`config.mk`:
```
export PLATFORM = sky130hd
export DESIGN_NAME = ex_mem_stage_flat
export DESIGN_NICKNAME = d
export VERILOG_FILES = /design/src/rtl/ex_mem_stage_if.sv /design/src/rtl/ex_mem_stage.sv /design/src/flat_wrapper.sv
export SDC_FILE = /design/constraint.sdc
export NUM_CORES = 1
export LEC_CHECK = 0
export BUFFER_PORTS_ARGS = -buffer_cell sky130_fd_sc_hd__buf_2
export CORE_ASPECT_RATIO = 1.5
export CORE_UTILIZATION = 50
export DETAILED_ROUTE_END_ITERATION = 12
export PLACE_DENSITY = 0.83
export REMOVE_ABC_BUFFERS = 1
export SETUP_SLACK_MARGIN = 0.05
export SYNTH_ARGS = -nofsm -noshare
export SYNTH_HDL_FRONTEND = slang
export SYNTH_SLANG_ARGS = --single-unit
export TNS_END_PERCENT = 10
```
`constraint.sdc`:
```
create_clock -name clk -period 6.3 [get_ports clk]
set_input_delay 0.63 -clock clk [delete_from_list [all_inputs] [get_ports clk]]
set_output_delay 0.63 -clock clk [all_outputs]
set_load 0.01 [all_outputs]
```
`src/rtl/ex_mem_stage_if.sv`:
```
// EX->MEM stage bus: upstream push side (in_*), downstream head side (out_*) and forward tap (fwd_*).
// master = the EX/MEM pair driving the stage, slave = the stage itself.
interface ex_mem_stage_if #(
    parameter int DATA_W = 16,
    parameter int RD_W   = 3
);
    logic              in_valid;
    logic              in_ready;
    logic [DATA_W-1:0] in_result;
    logic [2:0]        in_op;
    logic [RD_W-1:0]   in_rd;
    logic              in_reg_wr;
    logic              in_mem_rd;
    logic              in_mem_wr;
    logic [DATA_W-1:0] in_st_data;

    logic              out_valid;
    logic              out_ready;
    logic [DATA_W-1:0] out_result;
    logic              out_zero;
    logic [RD_W-1:0]   out_rd;
    logic              out_reg_wr;
    logic              out_mem_rd;
    logic              out_mem_wr;
    logic [DATA_W-1:0] out_st_data;

    logic              fwd_valid;
    logic [RD_W-1:0]   fwd_rd;
    logic [DATA_W-1:0] fwd_data;

    modport master (
        output in_valid, in_result, in_op, in_rd, in_reg_wr, in_mem_rd, in_mem_wr, in_st_data,
        output out_ready,
        input  in_ready,
        input  out_valid, out_result, out_zero, out_rd, out_reg_wr, out_mem_rd, out_mem_wr,
        input  out_st_data,
        input  fwd_valid, fwd_rd, fwd_data
    );

    modport slave (
        input  in_valid, in_result, in_op, in_rd, in_reg_wr, in_mem_rd, in_mem_wr, in_st_data,
        input  out_ready,
        output in_ready,
        output out_valid, out_result, out_zero, out_rd, out_reg_wr, out_mem_rd, out_mem_wr,
        output out_st_data,
        output fwd_valid, fwd_rd, fwd_data
    );
endinterface

```
`src/rtl/ex_mem_stage.sv`:
```
// EX->MEM pipeline stage: DEPTH-entry in-order skid FIFO with registered zero flag and flush.
// Latency 1 cycle push->out_valid, 1 entry/cycle; in_ready drops only when full. Macro EX_MEM_FWD_EN adds forward tap.
module ex_mem_stage #(
    parameter int DATA_W = 16,
    parameter int RD_W   = 3,
    parameter int DEPTH  = 2
) (
    input  logic          clk,
    input  logic          rst_n,
    input  logic          flush,
    ex_mem_stage_if.slave bus
);
    localparam int PTR_W = $clog2(DEPTH);
    localparam int CNT_W = PTR_W + 1;
    localparam logic [CNT_W-1:0] FULL = CNT_W'(DEPTH);

    typedef struct packed {
        logic [DATA_W-1:0] result;
        logic              zero;
        logic [RD_W-1:0]   rd;
        logic              reg_wr;
        logic              mem_rd;
        logic              mem_wr;
        logic [DATA_W-1:0] st_data;
    } entry_t;

    entry_t             mem [DEPTH];
    logic [PTR_W-1:0]   wr_ptr;
    logic [PTR_W-1:0]   rd_ptr;
    logic [CNT_W-1:0]   count;
    logic               push;
    logic               pop;
    entry_t             new_entry;
    entry_t             head;

    assign bus.in_ready  = (count != FULL);
    assign bus.out_valid = (count != '0);
    assign push = bus.in_valid & bus.in_ready;
    assign pop  = bus.out_valid & bus.out_ready;

    // Zero flag is only meaningful for compares done as subtract.
    always_comb begin
        new_entry         = '0;
        new_entry.result  = bus.in_result;
        new_entry.zero    = (bus.in_op == 3'b001) && (bus.in_result == '0);
        new_entry.rd      = bus.in_rd;
        new_entry.reg_wr  = bus.in_reg_wr;
        new_entry.mem_rd  = bus.in_mem_rd;
        new_entry.mem_wr  = bus.in_mem_wr;
        new_entry.st_data = bus.in_st_data;
    end

    always_ff @(posedge clk) begin
        if (!rst_n) begin
            wr_ptr <= '0;
            rd_ptr <= '0;
            count  <= '0;
            for (int i = 0; i < DEPTH; i++) begin
                mem[i] <= '0;
            end
        end else if (flush) begin
            wr_ptr <= '0;
            rd_ptr <= '0;
            count  <= '0;
        end else begin
            if (push) begin
                mem[wr_ptr] <= new_entry;
                wr_ptr      <= wr_ptr + PTR_W'(1);
            end
            if (pop) begin
                rd_ptr <= rd_ptr + PTR_W'(1);
            end
            case ({push, pop})
                2'b10:   count <= count + CNT_W'(1);
                2'b01:   count <= count - CNT_W'(1);
                default: count <= count;
            endcase
        end
    end

    assign head = mem[rd_ptr];

    assign bus.out_result  = bus.out_valid ? head.result  : '0;
    assign bus.out_zero    = bus.out_valid ? head.zero    : 1'b0;
    assign bus.out_rd      = bus.out_valid ? head.rd      : '0;
    assign bus.out_reg_wr  = bus.out_valid ? head.reg_wr  : 1'b0;
    assign bus.out_mem_rd  = bus.out_valid ? head.mem_rd  : 1'b0;
    assign bus.out_mem_wr  = bus.out_valid ? head.mem_wr  : 1'b0;
    assign bus.out_st_data = bus.out_valid ? head.st_data : '0;

`ifdef EX_MEM_FWD_EN
    // Newest entry is the one most likely needed by the next ALU op; loads have no value yet.
    entry_t tail;
    logic   fwd_hit;

    assign tail          = mem[wr_ptr - PTR_W'(1)];
    assign fwd_hit       = bus.out_valid & tail.reg_wr & ~tail.mem_rd;
    assign bus.fwd_valid = fwd_hit;
    assign bus.fwd_rd    = fwd_hit ? tail.rd     : '0;
    assign bus.fwd_data  = fwd_hit ? tail.result : '0;
`else
    assign bus.fwd_valid = 1'b0;
    assign bus.fwd_rd    = '0;
    assign bus.fwd_data  = '0;
`endif
endmodule
```
`src/flat_wrapper.sv`:
```
// flat-port wrapper written by rule: the top's interface ports become plain ports
module ex_mem_stage_flat 
#(
    parameter int DATA_W = 16,
    parameter int RD_W   = 3,
    parameter int DEPTH  = 2
)
  (clk, rst_n, flush, bus_in_valid, bus_in_result, bus_in_op, bus_in_rd, bus_in_reg_wr, bus_in_mem_rd, bus_in_mem_wr, bus_in_st_data, bus_out_ready, bus_in_ready, bus_out_valid, bus_out_result, bus_out_zero, bus_out_rd, bus_out_reg_wr, bus_out_mem_rd, bus_out_mem_wr, bus_out_st_data, bus_fwd_valid, bus_fwd_rd, bus_fwd_data);
  ex_mem_stage_if #(.DATA_W(DATA_W), .RD_W(RD_W)) bus_i ();
  input  logic clk;
  input  logic rst_n;
  input  logic flush;
  input wire logic [$bits(bus_i.in_valid)-1:0] bus_in_valid;
  input wire logic [$bits(bus_i.in_result)-1:0] bus_in_result;
  input wire logic [$bits(bus_i.in_op)-1:0] bus_in_op;
  input wire logic [$bits(bus_i.in_rd)-1:0] bus_in_rd;
  input wire logic [$bits(bus_i.in_reg_wr)-1:0] bus_in_reg_wr;
  input wire logic [$bits(bus_i.in_mem_rd)-1:0] bus_in_mem_rd;
  input wire logic [$bits(bus_i.in_mem_wr)-1:0] bus_in_mem_wr;
  input wire logic [$bits(bus_i.in_st_data)-1:0] bus_in_st_data;
  input wire logic [$bits(bus_i.out_ready)-1:0] bus_out_ready;
  output wire logic [$bits(bus_i.in_ready)-1:0] bus_in_ready;
  output wire logic [$bits(bus_i.out_valid)-1:0] bus_out_valid;
  output wire logic [$bits(bus_i.out_result)-1:0] bus_out_result;
  output wire logic [$bits(bus_i.out_zero)-1:0] bus_out_zero;
  output wire logic [$bits(bus_i.out_rd)-1:0] bus_out_rd;
  output wire logic [$bits(bus_i.out_reg_wr)-1:0] bus_out_reg_wr;
  output wire logic [$bits(bus_i.out_mem_rd)-1:0] bus_out_mem_rd;
  output wire logic [$bits(bus_i.out_mem_wr)-1:0] bus_out_mem_wr;
  output wire logic [$bits(bus_i.out_st_data)-1:0] bus_out_st_data;
  output wire logic [$bits(bus_i.fwd_valid)-1:0] bus_fwd_valid;
  output wire logic [$bits(bus_i.fwd_rd)-1:0] bus_fwd_rd;
  output wire logic [$bits(bus_i.fwd_data)-1:0] bus_fwd_data;
  assign bus_i.in_valid = bus_in_valid;
  assign bus_i.in_result = bus_in_result;
  assign bus_i.in_op = bus_in_op;
  assign bus_i.in_rd = bus_in_rd;
  assign bus_i.in_reg_wr = bus_in_reg_wr;
  assign bus_i.in_mem_rd = bus_in_mem_rd;
  assign bus_i.in_mem_wr = bus_in_mem_wr;
  assign bus_i.in_st_data = bus_in_st_data;
  assign bus_i.out_ready = bus_out_ready;
  assign bus_in_ready = bus_i.in_ready;
  assign bus_out_valid = bus_i.out_valid;
  assign bus_out_result = bus_i.out_result;
  assign bus_out_zero = bus_i.out_zero;
  assign bus_out_rd = bus_i.out_rd;
  assign bus_out_reg_wr = bus_i.out_reg_wr;
  assign bus_out_mem_rd = bus_i.out_mem_rd;
  assign bus_out_mem_wr = bus_i.out_mem_wr;
  assign bus_out_st_data = bus_i.out_st_data;
  assign bus_fwd_valid = bus_i.fwd_valid;
  assign bus_fwd_rd = bus_i.fwd_rd;
  assign bus_fwd_data = bus_i.fwd_data;
  ex_mem_stage #(.DATA_W(DATA_W), .RD_W(RD_W), .DEPTH(DEPTH)) u_core (.clk(clk), .rst_n(rst_n), .flush(flush), .bus(bus_i));
endmodule
```
# Yosys cells after proc, flatten, opt, wreduce, memory -nomap -nowiden
# Memories as Yosys holds them, arrays and structs flattened. A register that Yosys moved wholly into a read port is not among the register bits.
# Cells that the tools add are included.
# totals
regBits	4
latchBits	0
n_memories	1
mem_bits_rw	78
output_inout_bits	61
elab_cells	39
inputBits	46
rom_bits	0
# op_classes
eq_ne	4
n_lt_le_gt_ge	0
bitwise	3
shift	0
n_div	0
reduce_logical	6
muxes	18
addsub	4
mul	0
# mem_list
memory	depth	word_bits	read_ports	rd_clocked_by_memory_dff	write_ports	line	text
u_core.mem	2	39	1	1	2	ex_mem_stage.sv:27	entry_t mem [DEPTH];
# op_table
op	count
$mux W39	1
$reduce_or A39 Y1	1
$mux W16	2
$logic_not A16 Y1	1
$mux W1	13
$pmux W2 S2	1
$reduce_bool A2 Y1	2
$eq A3 B1 Y1 const B	1
$mux W3	1
$add A1 B1 Y1 const B	2
$add A2 B1 Y2 const B	1
$and A1 B1 Y1	2
$eq A2 B1 Y1 const B	1
$eq A2 B2 Y1 const B	1
$ne A2 B2 Y1 const B	1
$reduce_or A2 Y1	1
$sub A2 B1 Y2 const B	1
$logic_and A1 B1 Y1	1
$not A1 Y1	1

# Depth between registers and ports, before layout
# depth
depth_word	8
mapped_depth	7
mapped_depth_nobuf	7

# Least setup slack after synthesis
# OpenSTA, ideal clock, no wires.
# synth_timing
kind	input-to-reg
from	input port flush
to	memory u_core.mem[0][0] (netlist bit) (enable)
n_path_buf	1
setup_slack_ps	1771
arrival_ps	4039
required_ps	5811
cell_stages	4
setup_time_ps	489
cell_sequence	nand2b_1 > clkbuf_2 > or3_4 > o21ai_0
# synth_lines
element	line	text
start: declaration	flat_wrapper.sv:12	input logic flush;
end: declaration	ex_mem_stage.sv:27	

==> impl_metrics.env <==
export IMPL_hold_path_class="reg -> reg"
export IMPL_io_buffers=86
export IMPL_grt_pass1_wl_um=11070
export IMPL_initial_core_util_pct=51.78
export IMPL_htreeDepth=3
export IMPL_pwr_density_cell_nw_per_um2=271.0
export IMPL_yosys_register_bits=83
export IMPL_synth_compound_area_share_pct=0.8889
export IMPL_ys_seq_area_share_pct=61.97
export IMPL_wirelength_um=6824
export IMPL_async_reset_ff_share_pct=0
export IMPL_fin_crit_sh_pct=41.93
export IMPL_fillers=596
export IMPL_grt_usage_pct=18.66
export IMPL_peakVddDrop_mv=0.1643
export IMPL_end_kind="output port"
export IMPL_cts_sinks=83
export IMPL_diodes=0
export IMPL_vias=2441
export IMPL_antenna_found_initial=0
export IMPL_first_pass_iters=4
export IMPL_dp_hpwl_um=4550
export IMPL_dieArea_um2=8249
export IMPL_drv_cap=0
export IMPL_worst_pin_slew_ns=1.175
export IMPL_outcome="finished clean"
export IMPL_drtIter0Drc=97
export IMPL_cts_buffers=9
export IMPL_rsz0062_at_grt="no"
export IMPL_crit_path_start_kind="register"
export IMPL_setup_ws_ns=3.659
export IMPL_vias_per_cell=4.872
export IMPL_core_area_um2=7612
export IMPL_area_growth_pct=19.30
export IMPL_synth_fa_ha_area_share_pct=0.3175
export IMPL_clkTransAtPathRegs_ns=0.05
export IMPL_syn_area_per_cell_um2=12.63
export IMPL_cts_tree="built"
export IMPL_dieHeight_um=110.7
export IMPL_ctsLongestPathBuffers=2
export IMPL_synth_edff_count=78
export IMPL_synth_most_common_cell="edfxtp_1"
export IMPL_grt_max_degree=41
export IMPL_die_width_um=74.49
export IMPL_grt_overflow_total=0
export IMPL_ant_nets=0
export IMPL_total_power_uw=1274
export IMPL_netlist_top_cells_count="78 x edfxtp_1, 76 x and2_1, 43 x nor2_1"
export IMPL_synth_top_family_by_area="simple AND/OR/NAND/NOR gates"
export IMPL_drive_above_1_share_pct=27.82
export IMPL_required_ns=5.67
export IMPL_synth_top_cell_area_share_pct=59.43
export IMPL_gp_congestion=0.7553
export IMPL_crit_arrival_ns=2.01
export IMPL_synth_cells=312
export IMPL_slew_headroom_pct=21.64
export IMPL_clockRootBuffer="clkbuf_16"
export IMPL_cts_setup_buffers=0
export IMPL_hold_violations=0
export IMPL_netlist_area_um2=3941
export IMPL_num_nets_final=441
export IMPL_yosysWarnings=0
export IMPL_setup_viol=0
export IMPL_clk_latency_ns=0.33
export IMPL_slew_violations=0
export IMPL_ys_types=27
export IMPL_crit_path_max_fanout=39
export IMPL_place_ws_ns=3.855
export IMPL_top_level_ports=107
export IMPL_placementRows=39
export IMPL_synth_simple_area_share_pct=19.17
export IMPL_synth_area_top_cells="edfxtp_1 59%, and2_1 12%, mux2i_1 9.9%"
export IMPL_synth_mux_area_share_pct=9.905
export IMPL_drc=0
export IMPL_synthFlopType="edfxtp_1"
export IMPL_finalClockSkew_ns=0.003206
export IMPL_synth_xor_xnor_area_share_pct=0.6667
export IMPL_cts_resized_gates=0
export IMPL_timing_fmax_mhz=378.6
export IMPL_crit_type="reg -> out"
export IMPL_grt_pass1_vias=2442
export IMPL_leakage_uw=0.001907
export IMPL_fin_crit_ns=2.641
export IMPL_reg2reg_slack_ns=4.28
export IMPL_cts_hold_buf=0
export IMPL_yosys_area_top_type="edfxtp_1"
export IMPL_finalSetupTns_ns=0
export IMPL_avgRoutedWirePerCell_um=13.62
[routing by layer]
layer | track usage (%) | wire length (um) | share of wire [%] | vias up
met5 | 0 | 0 | 0 | -
met4 | 12.33 | 290 | 4.2 | 0
met3 | 5.000 | 342 | 5.0 | 22
met2 | 31.47 | 3722 | 55 | 92
met1 | 19.56 | 2468 | 36 | 1133
li1 | - | - | - | 1194
[cell type report]
type / count / area [um^2] / area share, %
flip-flops and latches: 83 / 2444 / 51.97
multi-input cells: 205 / 1343 / 28.55
repair buffers: 90 / 460.4 / 9.792
clock buffers: 10 / 229.0 / 4.870
well taps: 102 / 127.6 / 2.714
clock inverters: 6 / 80.08 / 1.703
inverters: 5 / 18.77 / 0.3991
[worst max-delay path: stages, from the launching register on]
cell     delay (ns)
dfxtp_2        1.11
mux2i_1        0.28
nor2_1         0.08
buf_2          0.19
[report_power, final]
part	total, uW	internal (uW)	switching (uW)
Sequential	642	631	11.5
Combinational	99.9	38.7	61.2
Clock	532	343	189
Total	1270	1010	262
[metrics by stage]
| step | hold WS [ns] | area [um^2] | instances | util (%) |
|---|---|---|---|---|
| floorplan | 0.4725 | 3756 | 293 | - |
| global placement | 0.4950 | 4393 | 485 | 57.71 |
| detailed placement | 0.4988 | 4393 | 485 | 57.71 |
| CTS | 0.5126 | 4702 | 501 | 61.77 |
| global route | 0.5509 | 4702 | 501 | 61.77 |
| finish | 0.5081 | 4702 | 501 | 61.77 |
[logic make-up (layout without fill, tap and decap cells)]
| group | count (synthesis) | in the layout |
|---|---|---|
| DFF | 83 | 83 |
| and+or+nand+nor | 135 | 135 |
| adders and majority gates | 1 | 1 |
| muxes | 39 | 39 |
| AOI/OAI and AO/OA | 7 | 7 |
| other | 1 | 20 |
| buffers and inverters | 43 | 111 |
| xor gates and xnor gates | 3 | 3 |
[state kept, by name, summed over array words and instances (netlist names), named ones only]
name	count
u_core.wr_ptr	1
u_core.rd_ptr	1
u_core.count	2
u_core.mem	78
[layout by cell type (no fill, tap or decap)]
cell type / count
clkbuf_1: 1
o21ai_0: 3
nand2b_1: 1
inv_1: 5
xor2_1: 2
a21oi_1: 2
xnor2_1: 1
o21ai_4: 2
ha_1: 1
nor4b_1: 1
and2_1: 76
or3_4: 1
nor2_1: 42
clkinv_1: 2
nor2_4: 1
nand3_1: 1
or3_1: 2
clkinv_2: 1
nor4_4: 2
nor2b_2: 1
buf_4: 4
clkbuf_16: 9
nand2_1: 1
bufinv_16: 2
dfxtp_2: 1
clkinvlp_4: 1
conb_1: 20
edfxtp_1: 78
buf_2: 86
dfxtp_1: 4
nor4_1: 5
nand4_1: 1
mux2i_1: 39
[final timing paths]
check	startpoint	to	cells past startpoint
worst min-delay path	u_core.rd_ptr	u_core.rd_ptr	2
worst max register to register	u_core.count[0]	u_core.mem[0][10]	4
worst min register to register	u_core.rd_ptr	u_core.rd_ptr	2
worst max-delay path	register	bus_out_zero	3
Power figures use the tool's default switching activity.
